## config.mk

```make
export PLATFORM = sky130hd
export DESIGN_NAME = ms_tmr_mc_flat
export DESIGN_NICKNAME = d
export VERILOG_FILES = /design/src/rtl/ms_tmr_pkg.sv /design/src/rtl/ms_tmr_mc_if.sv /design/src/rtl/ms_tmr_ch.sv /design/src/rtl/ms_tmr_mc.sv /design/src/flat_wrapper.sv
export SDC_FILE = /design/constraint.sdc
export NUM_CORES = 1
export LEC_CHECK = 0
export BUFFER_PORTS_ARGS = -buffer_cell sky130_fd_sc_hd__buf_2
export CORE_MARGIN = 4
export CORE_UTILIZATION = 40
export DETAILED_ROUTE_END_ITERATION = 8
export PLACE_DENSITY_LB_ADDON = 0.2
export SYNTH_ARGS = -nofsm -noshare
export SYNTH_HDL_FRONTEND = slang
export SYNTH_SLANG_ARGS = --single-unit
```

## constraint.sdc

```tcl
create_clock -name clk_i -period 4.1 [get_ports clk_i]
set_clock_uncertainty 0.2 [all_clocks]
set_input_delay 0.41 -clock clk_i [delete_from_list [all_inputs] [get_ports clk_i]]
set_output_delay 0.41 -clock clk_i [all_outputs]
set_load 0.05 [all_outputs]
```

## src/rtl/ms_tmr_pkg.sv

```systemverilog
// Shared encodings for the ms_tmr_mc timer/PWM core: count modes, FSM states, channel slicing.
// Latency: n/a (types and constant helpers only).
// Backpressure: n/a.
package ms_tmr_pkg;

    // Count direction modes; 2'b11 behaves exactly like MODE_UP.
    typedef enum logic [1:0] {
        MODE_UP     = 2'b00,
        MODE_DOWN   = 2'b01,
        MODE_CENTER = 2'b10,
        MODE_UP_ALT = 2'b11
    } mode_e;

    typedef enum logic [1:0] {
        ST_IDLE = 2'b00,
        ST_RUN  = 2'b01,
        ST_DONE = 2'b10
    } state_e;

    // LSB of channel ch inside a flat NCH*W compare bus.
    function automatic int ch_lsb(input int ch, input int w);
        return ch * w;
    endfunction

endpackage

```

## src/rtl/ms_tmr_mc_if.sv

```systemverilog
// Configuration/status bundle of the timer core: master = bus wrapper, slave = timer.
// Latency: n/a (wires only). Backpressure: none, all signals are level or single-cycle pulses.
// Ports: en/tmr_en/mode/one_shot/prescale/period/cmp/pwm_en/pwm_inv/restart in; tmr/dir/running/pwm/flags out.
interface ms_tmr_mc_if #(
    parameter int W     = 32,
    parameter int NCH   = 4,
    parameter int PSC_W = 8
);
    logic             en_i;
    logic             tmr_en_i;
    logic [1:0]       mode_i;
    logic             one_shot_i;
    logic [PSC_W-1:0] prescale_i;
    logic [W-1:0]     period_i;
    logic [NCH*W-1:0] cmp_i;
    logic [NCH-1:0]   pwm_en_i;
    logic [NCH-1:0]   pwm_inv_i;
    logic             restart_i;

    logic [W-1:0]     tmr_o;
    logic             dir_o;
    logic             running_o;
    logic [NCH-1:0]   pwm_o;
    logic             to_flag_o;
    logic [NCH-1:0]   cmp_flag_o;

    modport master (
        output en_i, tmr_en_i, mode_i, one_shot_i, prescale_i, period_i,
               cmp_i, pwm_en_i, pwm_inv_i, restart_i,
        input  tmr_o, dir_o, running_o, pwm_o, to_flag_o, cmp_flag_o
    );

    modport slave (
        input  en_i, tmr_en_i, mode_i, one_shot_i, prescale_i, period_i,
               cmp_i, pwm_en_i, pwm_inv_i, restart_i,
        output tmr_o, dir_o, running_o, pwm_o, to_flag_o, cmp_flag_o
    );
endinterface

```

## src/rtl/ms_tmr_ch.sv

```systemverilog
// One compare/PWM channel: shadowed compare value, match pulse and registered PWM output.
// Latency: cmp_flag coincides with the matching count; pwm lags the count by one clock.
// Backpressure: none. Ports: load/cmp_in shadow reload, cnt_chg/tmr_nxt count step, tmr_cur/run for PWM.
module ms_tmr_ch #(
    parameter int W = 32
) (
    input  logic         clk_i,
    input  logic         rst_i,
    input  logic         en_i,
    input  logic         load,
    input  logic [W-1:0] cmp_in,
    input  logic         cnt_chg,
    input  logic [W-1:0] tmr_nxt,
    input  logic [W-1:0] tmr_cur,
    input  logic         run,
    input  logic         pwm_en,
    input  logic         pwm_inv,
    output logic         cmp_flag,
    output logic         pwm
);
    logic [W-1:0] cmp_sh;
    logic [W-1:0] cmp_eff;
    logic         raw;

    // A reload and a count step can land on the same edge (wrap); the
    // match must use the compare value that governs the new period.
    assign cmp_eff = load ? cmp_in : cmp_sh;
    assign raw     = run & (tmr_cur < cmp_sh);

    always_ff @(posedge clk_i) begin
        if (rst_i) begin
            cmp_sh   <= '0;
            cmp_flag <= 1'b0;
            pwm      <= 1'b0;
        end else if (!en_i) begin
            // Soft reset parks the output at its idle (inverted) level.
            cmp_sh   <= '0;
            cmp_flag <= 1'b0;
            pwm      <= pwm_en & pwm_inv;
        end else begin
            if (load) begin
                cmp_sh <= cmp_in;
            end
            cmp_flag <= cnt_chg & (tmr_nxt == cmp_eff);
            pwm      <= pwm_en & (raw ^ pwm_inv);
        end
    end
endmodule

```

## src/rtl/ms_tmr_mc.sv

```systemverilog
// Timer/PWM core: prescaled up/down/center counter with one-shot, shadowed period and NCH PWM channels.
// Latency: to_flag one clock after the terminal tick; pwm one clock after tmr_o.
// Backpressure: none. Ports: clk_i, rst_i (sync, active-high) and the slave side of ms_tmr_mc_if.
module ms_tmr_mc
    import ms_tmr_pkg::*;
#(
    parameter int W     = 32,
    parameter int NCH   = 4,
    parameter int PSC_W = 8
) (
    input logic        clk_i,
    input logic        rst_i,
    ms_tmr_mc_if.slave bus
);
    localparam logic [W-1:0]     ONE_W   = {{(W-1){1'b0}}, 1'b1};
    localparam logic [PSC_W-1:0] ONE_PSC = {{(PSC_W-1){1'b0}}, 1'b1};

    state_e           state_q, state_d;
    mode_e            mode;
    logic [PSC_W-1:0] psc_q;
    logic [W-1:0]     tmr_q, per_sh_q;
    logic             dir_q, to_flag_q;

    logic             tick;
    logic [W-1:0]     tmr_inc, tmr_dec, tmr_step, tmr_hold;
    logic             dir_step, term_raw;
    logic             start, step, term, hold;
    logic             shadow_load, cnt_chg, in_run;
    logic [NCH-1:0]   pwm_vec, cmp_flag_vec;

    assign mode    = mode_e'(bus.mode_i);
    assign tick    = (psc_q == bus.prescale_i);
    assign tmr_inc = tmr_q + ONE_W;
    assign tmr_dec = tmr_q - ONE_W;
    assign in_run  = (state_q == ST_RUN);

    // Count value/direction one tick would produce, plus whether that tick is terminal.
    always_comb begin
        tmr_step = tmr_q;
        dir_step = dir_q;
        term_raw = 1'b0;
        case (mode)
            MODE_DOWN: begin
                dir_step = 1'b1;
                if (tmr_q == '0) begin
                    // Down reload takes the live period input, which is also the new shadow.
                    tmr_step = bus.period_i;
                    term_raw = 1'b1;
                end else begin
                    tmr_step = tmr_dec;
                end
            end
            MODE_CENTER: begin
                if (per_sh_q == '0) begin
                    tmr_step = '0;
                    dir_step = 1'b0;
                    term_raw = 1'b1;
                end else if (!dir_q) begin
                    // Direction flips on arrival at the peak.
                    tmr_step = tmr_inc;
                    dir_step = (tmr_inc == per_sh_q);
                end else if (tmr_q <= ONE_W) begin
                    // Arrival at the valley ends the period.
                    tmr_step = '0;
                    dir_step = 1'b0;
                    term_raw = 1'b1;
                end else begin
                    tmr_step = tmr_dec;
                end
            end
            default: begin
                dir_step = 1'b0;
                if (tmr_q >= per_sh_q) begin
                    tmr_step = '0;
                    term_raw = 1'b1;
                end else begin
                    tmr_step = tmr_inc;
                end
            end
        endcase
    end

    // Control FSM: stop beats restart, restart beats a (terminal) tick.
    always_comb begin
        state_d = state_q;
        start   = 1'b0;
        step    = 1'b0;
        term    = 1'b0;
        case (state_q)
            ST_IDLE: begin
                if (bus.tmr_en_i) begin
                    start   = 1'b1;
                    state_d = ST_RUN;
                end
            end
            ST_RUN: begin
                if (!bus.tmr_en_i) begin
                    state_d = ST_IDLE;
                end else if (bus.restart_i) begin
                    start = 1'b1;
                end else if (tick) begin
                    step = 1'b1;
                    if (term_raw) begin
                        term = 1'b1;
                        if (bus.one_shot_i) begin
                            state_d = ST_DONE;
                        end
                    end
                end
            end
            ST_DONE: begin
                if (!bus.tmr_en_i) begin
                    state_d = ST_IDLE;
                end else if (bus.restart_i) begin
                    start   = 1'b1;
                    state_d = ST_RUN;
                end
            end
            default: state_d = ST_IDLE;
        endcase
    end

    // One-shot freezes on the terminal value: the peak for up, zero otherwise.
    assign hold        = term & bus.one_shot_i;
    assign tmr_hold    = (mode == MODE_CENTER) ? '0 : tmr_q;
    assign shadow_load = start | term;
    assign cnt_chg     = step & ~hold & (tmr_step != tmr_q);

    always_ff @(posedge clk_i) begin
        if (rst_i || !bus.en_i) begin
            state_q <= ST_IDLE;
        end else begin
            state_q <= state_d;
        end
    end

    always_ff @(posedge clk_i) begin
        if (rst_i || !bus.en_i) begin
            psc_q     <= '0;
            tmr_q     <= '0;
            per_sh_q  <= '0;
            dir_q     <= 1'b0;
            to_flag_q <= 1'b0;
        end else begin
            to_flag_q <= term;
            psc_q     <= (start || tick || state_d != ST_RUN) ? '0 : psc_q + ONE_PSC;
            if (start) begin
                per_sh_q <= bus.period_i;
                tmr_q    <= (mode == MODE_DOWN) ? bus.period_i : '0;
                dir_q    <= (mode == MODE_DOWN);
            end else if (step) begin
                tmr_q <= hold ? tmr_hold : tmr_step;
                dir_q <= dir_step;
                if (term) begin
                    per_sh_q <= bus.period_i;
                end
            end
        end
    end

    for (genvar g = 0; g < NCH; g++) begin : g_ch
        ms_tmr_ch #(.W(W)) u_ch (
            .clk_i    (clk_i),
            .rst_i    (rst_i),
            .en_i     (bus.en_i),
            .load     (shadow_load),
            .cmp_in   (bus.cmp_i[ch_lsb(g, W) +: W]),
            .cnt_chg  (cnt_chg),
            .tmr_nxt  (tmr_step),
            .tmr_cur  (tmr_q),
            .run      (in_run),
            .pwm_en   (bus.pwm_en_i[g]),
            .pwm_inv  (bus.pwm_inv_i[g]),
            .cmp_flag (cmp_flag_vec[g]),
            .pwm      (pwm_vec[g])
        );
    end

    assign bus.tmr_o      = tmr_q;
    assign bus.dir_o      = dir_q;
    assign bus.running_o  = in_run;
    assign bus.to_flag_o  = to_flag_q;
    assign bus.pwm_o      = pwm_vec;
    assign bus.cmp_flag_o = cmp_flag_vec;
endmodule

```

## src/flat_wrapper.sv

```systemverilog
// flat-port wrapper written by rule: the top's interface ports become plain ports
module ms_tmr_mc_flat import ms_tmr_pkg::*;
#(
    parameter int W     = 32,
    parameter int NCH   = 4,
    parameter int PSC_W = 8
)
  (clk_i, rst_i, bus_en_i, bus_tmr_en_i, bus_mode_i, bus_one_shot_i, bus_prescale_i, bus_period_i, bus_cmp_i, bus_pwm_en_i, bus_pwm_inv_i, bus_restart_i, bus_tmr_o, bus_dir_o, bus_running_o, bus_pwm_o, bus_to_flag_o, bus_cmp_flag_o);
  ms_tmr_mc_if #(.W(W), .NCH(NCH), .PSC_W(PSC_W)) bus_i ();
  input logic clk_i;
  input logic rst_i;
  input wire logic [$bits(bus_i.en_i)-1:0] bus_en_i;
  input wire logic [$bits(bus_i.tmr_en_i)-1:0] bus_tmr_en_i;
  input wire logic [$bits(bus_i.mode_i)-1:0] bus_mode_i;
  input wire logic [$bits(bus_i.one_shot_i)-1:0] bus_one_shot_i;
  input wire logic [$bits(bus_i.prescale_i)-1:0] bus_prescale_i;
  input wire logic [$bits(bus_i.period_i)-1:0] bus_period_i;
  input wire logic [$bits(bus_i.cmp_i)-1:0] bus_cmp_i;
  input wire logic [$bits(bus_i.pwm_en_i)-1:0] bus_pwm_en_i;
  input wire logic [$bits(bus_i.pwm_inv_i)-1:0] bus_pwm_inv_i;
  input wire logic [$bits(bus_i.restart_i)-1:0] bus_restart_i;
  output wire logic [$bits(bus_i.tmr_o)-1:0] bus_tmr_o;
  output wire logic [$bits(bus_i.dir_o)-1:0] bus_dir_o;
  output wire logic [$bits(bus_i.running_o)-1:0] bus_running_o;
  output wire logic [$bits(bus_i.pwm_o)-1:0] bus_pwm_o;
  output wire logic [$bits(bus_i.to_flag_o)-1:0] bus_to_flag_o;
  output wire logic [$bits(bus_i.cmp_flag_o)-1:0] bus_cmp_flag_o;
  assign bus_i.en_i = bus_en_i;
  assign bus_i.tmr_en_i = bus_tmr_en_i;
  assign bus_i.mode_i = bus_mode_i;
  assign bus_i.one_shot_i = bus_one_shot_i;
  assign bus_i.prescale_i = bus_prescale_i;
  assign bus_i.period_i = bus_period_i;
  assign bus_i.cmp_i = bus_cmp_i;
  assign bus_i.pwm_en_i = bus_pwm_en_i;
  assign bus_i.pwm_inv_i = bus_pwm_inv_i;
  assign bus_i.restart_i = bus_restart_i;
  assign bus_tmr_o = bus_i.tmr_o;
  assign bus_dir_o = bus_i.dir_o;
  assign bus_running_o = bus_i.running_o;
  assign bus_pwm_o = bus_i.pwm_o;
  assign bus_to_flag_o = bus_i.to_flag_o;
  assign bus_cmp_flag_o = bus_i.cmp_flag_o;
  ms_tmr_mc #(.W(W), .NCH(NCH), .PSC_W(PSC_W)) u_core (.clk_i(clk_i), .rst_i(rst_i), .bus(bus_i));
endmodule
```

==> metrics.sh <==
WORST_SLEW_MARGIN_REL_PCT=48.3
CRITICAL_PATH.REG2REG.ENDPOINT='u_core.g_ch[0].u_ch.cmp_flag'
CLOCK_LATENCY_ON_THE_WORST_SKEW_PAIR_NS=0.56
GP_CONGESTION=1.02
FIRST_GLOBAL_VIAS=18000
CRITICAL_PATH.REG2REG.STARTPOINT='u_core.bus.tmr_o[11]'
CLKSINKCOUNT=212
AVERAGE_ROUTED_WIRE_PER_STANDARD_CELL_UM=23.0
WORST_EP_ARRIVAL_TIME_NS=4.38
PLACE.PORT_BUFFERS=226
MOSTFREQUENTLAYOUTCELLS='buf_4, nor2_1, buf_2, dfxtp_1, xnor2_1'
DRV_SLEW=0
NUMBER_OF_TOP_LEVEL_PINS=227
SYN_INST_COUNT=2009
GRT-OVFL-TOTAL=0
M1WIRELENGTH_UM=29400
CELLLEAKAGEPOWER_nW=10.3
IR_WORST_VDD_V=0.000256
WORSTPATHCELLLIST='ha_1, a21oi_1, o21ai_0, buf_4, a221oi_1, a21oi_1, buf_4, or2_4, buf_4, buf_4, nand2_2, o21ai_4, buf_12, buf_12, mux2i_1, buf_4, xnor2_2, buf_4, nand4_1, nor4_2, and3_1'
FINAL_COMMON_CELL='buf_4'
YOSYS_WARNINGS=0
HOLD_END='u_core.g_ch[3].u_ch.cmp_sh[25]'
CRIT_BUF_INV=8
VIOLATIONS_IN_THE_FINAL_REPORTS='hold timing'
DRC_ERRORS=0
RSZ_0062_RAISED_AFTER_GLOBAL_ROUTING='yes'
COUNT_OF_VIAS_PLACED_BY_THE_DETAILED_ROUTER=17600
DRTITER0DRC=1442
FMAX_MHz=245
POST_DRT_VIA_CELL_RATIO=5.60
CHIPWIDTH_UM=210
DIE_H_UM=210
PLACEMENTROWS=73
SYNTHESIS.AREA_SQ_MM=0.0164
SYN_AREA_PER_CELL_SQ_UM=8.16
DRIVE_ABOVE_1_SHARE_PCT=27.6
CLOCKPOWERSHARE_PCT=33.5
SYNTHARSTFLOPSHARE_PCT=0
MET3ROUTEDLENGTH_UM=5260
MAX-CLOCK-PATH-BUFFERS=3
MAX_CAP_VIOLATIONS=0
MAX_STAGE_DELAY_NS=0.34
NUMBER_OF_SYNTHESIZED_REGISTER_BITS=212
CTS_INSERTED_BUFFERS=27
CRITICAL_PATH_PEAK_FANOUT=5
DIE_AREA_SQ_MM=0.0443
TIMING_WORST_SLEW_PIN_VALUE_NS=0.776
CORE_SQ_MM=0.0401
GRTUSAGETOTAL_PCT=31.4
ENDPOINT_KIND='flip-flop'
CRITPATHREQUIREDTIME_NS=4.40
R2R_SLACK_NS=0.01
FINAL_ANTENNA_NET_COUNT=0
SEQ_POWER_SHARE_PCT=30.0
HOLD_PATH_STARTPOINT='bus_cmp_i[121]'
CRITICAL_PATH_TOP_DELAY_CELL='dfxtp_1'
WIRELENGTH_UM=72500
TIMING_WORST_SETUP_PATH_TYPE='reg2reg'
WORST_SETUP_HOLD_PATH_CLK_SLEW_NS=0.06
RUN_STATUS='finished, violations left'
POWER_SWITCHING_SHARE_PCT=33.9
SYNTH_CELL_TYPES=67
P_SWITCHING_W=0.00246
DIODES=0
WORST_HOLD_SLACK_NS=-0.00167
SYNTH_ENABLE_FLOP_CELLS=0
FIRST_PASS_GRT_WIRE_LENGTH_UM=107000
TOTALPOWERFINAL_W=0.00726
TIMING.HOLD.WORST.CLASS='in2reg'
HPWL_REPORTED_AT_THE_END_OF_DETAILED_PLACEMENT_UM=55800
RR_WORST_DEPTH=21
MIN_PERIOD_NS=4.09
LAYOUT.FILLER_CELLS=3616
TOP_DELAY_FAMILY_ON_CRIT_PATH='buffers and inverters'
SYNTH_TO_LAYOUT_AREA_GROWTH_PCT=42.5
CLOCKROOTBUFFER='clkbuf_16'
CRITICAL_PATH_ORIGIN='u_core.bus.tmr_o[11]'
YOSYSSEQAREASHARE_PCT=25.9
MET2_LENGTH_UM=33900
SYNTH_FF_TYPE='dfxtp_1'
REPORT.FINAL.HOLD_VIOL_COUNT=1
SYN_NETS=2360
INTERNAL_POWER_W=0.00480
TIMING.FINAL.CRIT_SHARE_PCT=99.7
GRT_MAX_DEGREE=102
CP_COMMON_CELL='buf_4'
FINALSETUPVIOLCOUNT=0
CLOCK_TREE_FROM_TRITONCTS='done'
CRIT_PATH_START_KIND='flip-flop'
FINAL_NETS=2956
NUMBER_OF_ANTENNA_VIOLATIONS_AT_THE_FIRST_CHECK_IN_GLOBAL_ROUTING=0
TOPROUTINGLAYERUSED='met4'
COMBINATIONAL_SHARE_OF_POWER_PCT=36.5
HTREEDEPTH=1
WORST_HOLD_PATH.NUM_CELLS=3
POWER-PER-CELL-AREA_mW_PER_MM2=311
INITIAL_CORE_UTIL_PCT=40.9
DETAILED_ROUTING_ITERATION_COUNT_FOR_THE_PRE_ANTENNA_REPAIR_PASS=6
==> state kept, by name, indices dropped and copies added, names as in the netlist <==
name	count
u_core.bus.tmr_o	32
u_core.bus.dir_o	1
u_core.per_sh_q	32
u_core.state_q	2
u_core.g_ch.u_ch.cmp_sh	128
u_core.g_ch.u_ch.pwm	4
u_core.g_ch.u_ch.cmp_flag	4
u_core.bus.to_flag_o	1
u_core.psc_q	8
==> layer usage <==
layer / global-route usage (%) / vias up
li1: - / 8209
met1: 40.0 / 8490
met2: 53.0 / 761
met3: 3.96 / 175
met4: 14.7 / 0
met5: 0 / -
==> cell usage after synthesis, types with 6 or more instances <==
cell type,count,area (sq um)
nand2b_1,21,131
nor3_1,31,155
clkbuf_1,82,308
nor2_1,230,863
nand3_1,27,135
nand4_1,74,463
o221ai_1,8,70.1
nor2b_1,14,87.6
a221oi_2,6,90.1
a221oi_1,11,96.3
nand2_1,113,424
xnor2_1,186,1630
xor2_1,60,526
and4_1,10,87.6
mux2i_1,134,1340
buf_1,11,41.3
inv_1,175,657
a22oi_1,16,120
ha_1,167,2090
a221o_1,14,140
buf_4,8,60.1
buf_2,17,85.1
a21oi_1,99,495
nor4_1,40,250
a211oi_1,44,330
dfxtp_1,212,4240
o21ai_0,35,175
a21o_1,52,390
and3_1,18,113
==> logic make-up after synthesis <==
kind of cell | share of synthesized area (%)
AOI/OAI and AO/OA | 14.5
muxes | 8.19
DFF | 25.9
and+or+nand+nor | 18.2
adders and majority gates | 12.8
buffers and inverters | 7.25
xor gates and xnor gates | 13.1
==> power by group through the flow <==
stage	Combinational [W]	Clock (W)	Sequential [W]
after global placement	0.00232	0	0.00222
final	0.00265	0.00243	0.00218
after global routing	0.00281	0.00254	0.00218
after detailed placement	0.00234	0	0.00222
after floorplan	0.00125	0	0.00227
after CTS	0.00254	0.00247	0.00217
==> tightest hold or removal path: cells and delay by family <==
kind                   cells  cell delay, ns
buffers and inverters      1            0.11
multiplexers               1            0.07
AND/OR/NAND/NOR            1            0.09
==> worst max path at each step <==
stage,to,depth (start not counted)
after floorplan,u_core.g_ch[0].u_ch.cmp_flag,14
after global placement,u_core.g_ch[0].u_ch.cmp_flag,14
after detailed placement,u_core.g_ch[0].u_ch.cmp_flag,14
after CTS,u_core.g_ch[0].u_ch.cmp_flag,13
after global routing,u_core.g_ch[0].u_ch.cmp_flag,13
final,u_core.g_ch[0].u_ch.cmp_flag,21
==> per-stage QoR <==
step                      TNS (ns)  setup WS [ns]  instances  util, %  area, sq um
after floorplan             -0.777         -0.194       2009        -        16400
after global placement       -1.28         -0.322       2959     50.7        20300
after detailed placement     -1.29         -0.325       2959     50.7        20300
after CTS                   -0.386        -0.0977       3146     57.2        22900
after global routing        -0.543         -0.142       3150     58.2        23300
final                            0         0.0135       3150     58.2        23300
==> layout make-up <==
class	instances	area, sq um	share of cell area [%]
timing repair buffer	688	5210	22.3
multi-input combinational	1500	11600	49.9
clock inverter	9	97.6	0.418
clock buffer	40	805	3.45
sequential	212	4260	18.3
tap	525	657	2.81
inverter	176	661	2.83
==> timing repair <==
action	in CTS	in global routing
gates resized for setup	65	64
gates cloned	1	0
endpoints found under the setup margin	4	4
buffers inserted	11	4
pin swaps	11	19
endpoints found under the hold margin	122	1
hold buffers	126	1
No activity file was read; power rests on OpenSTA's default activity.
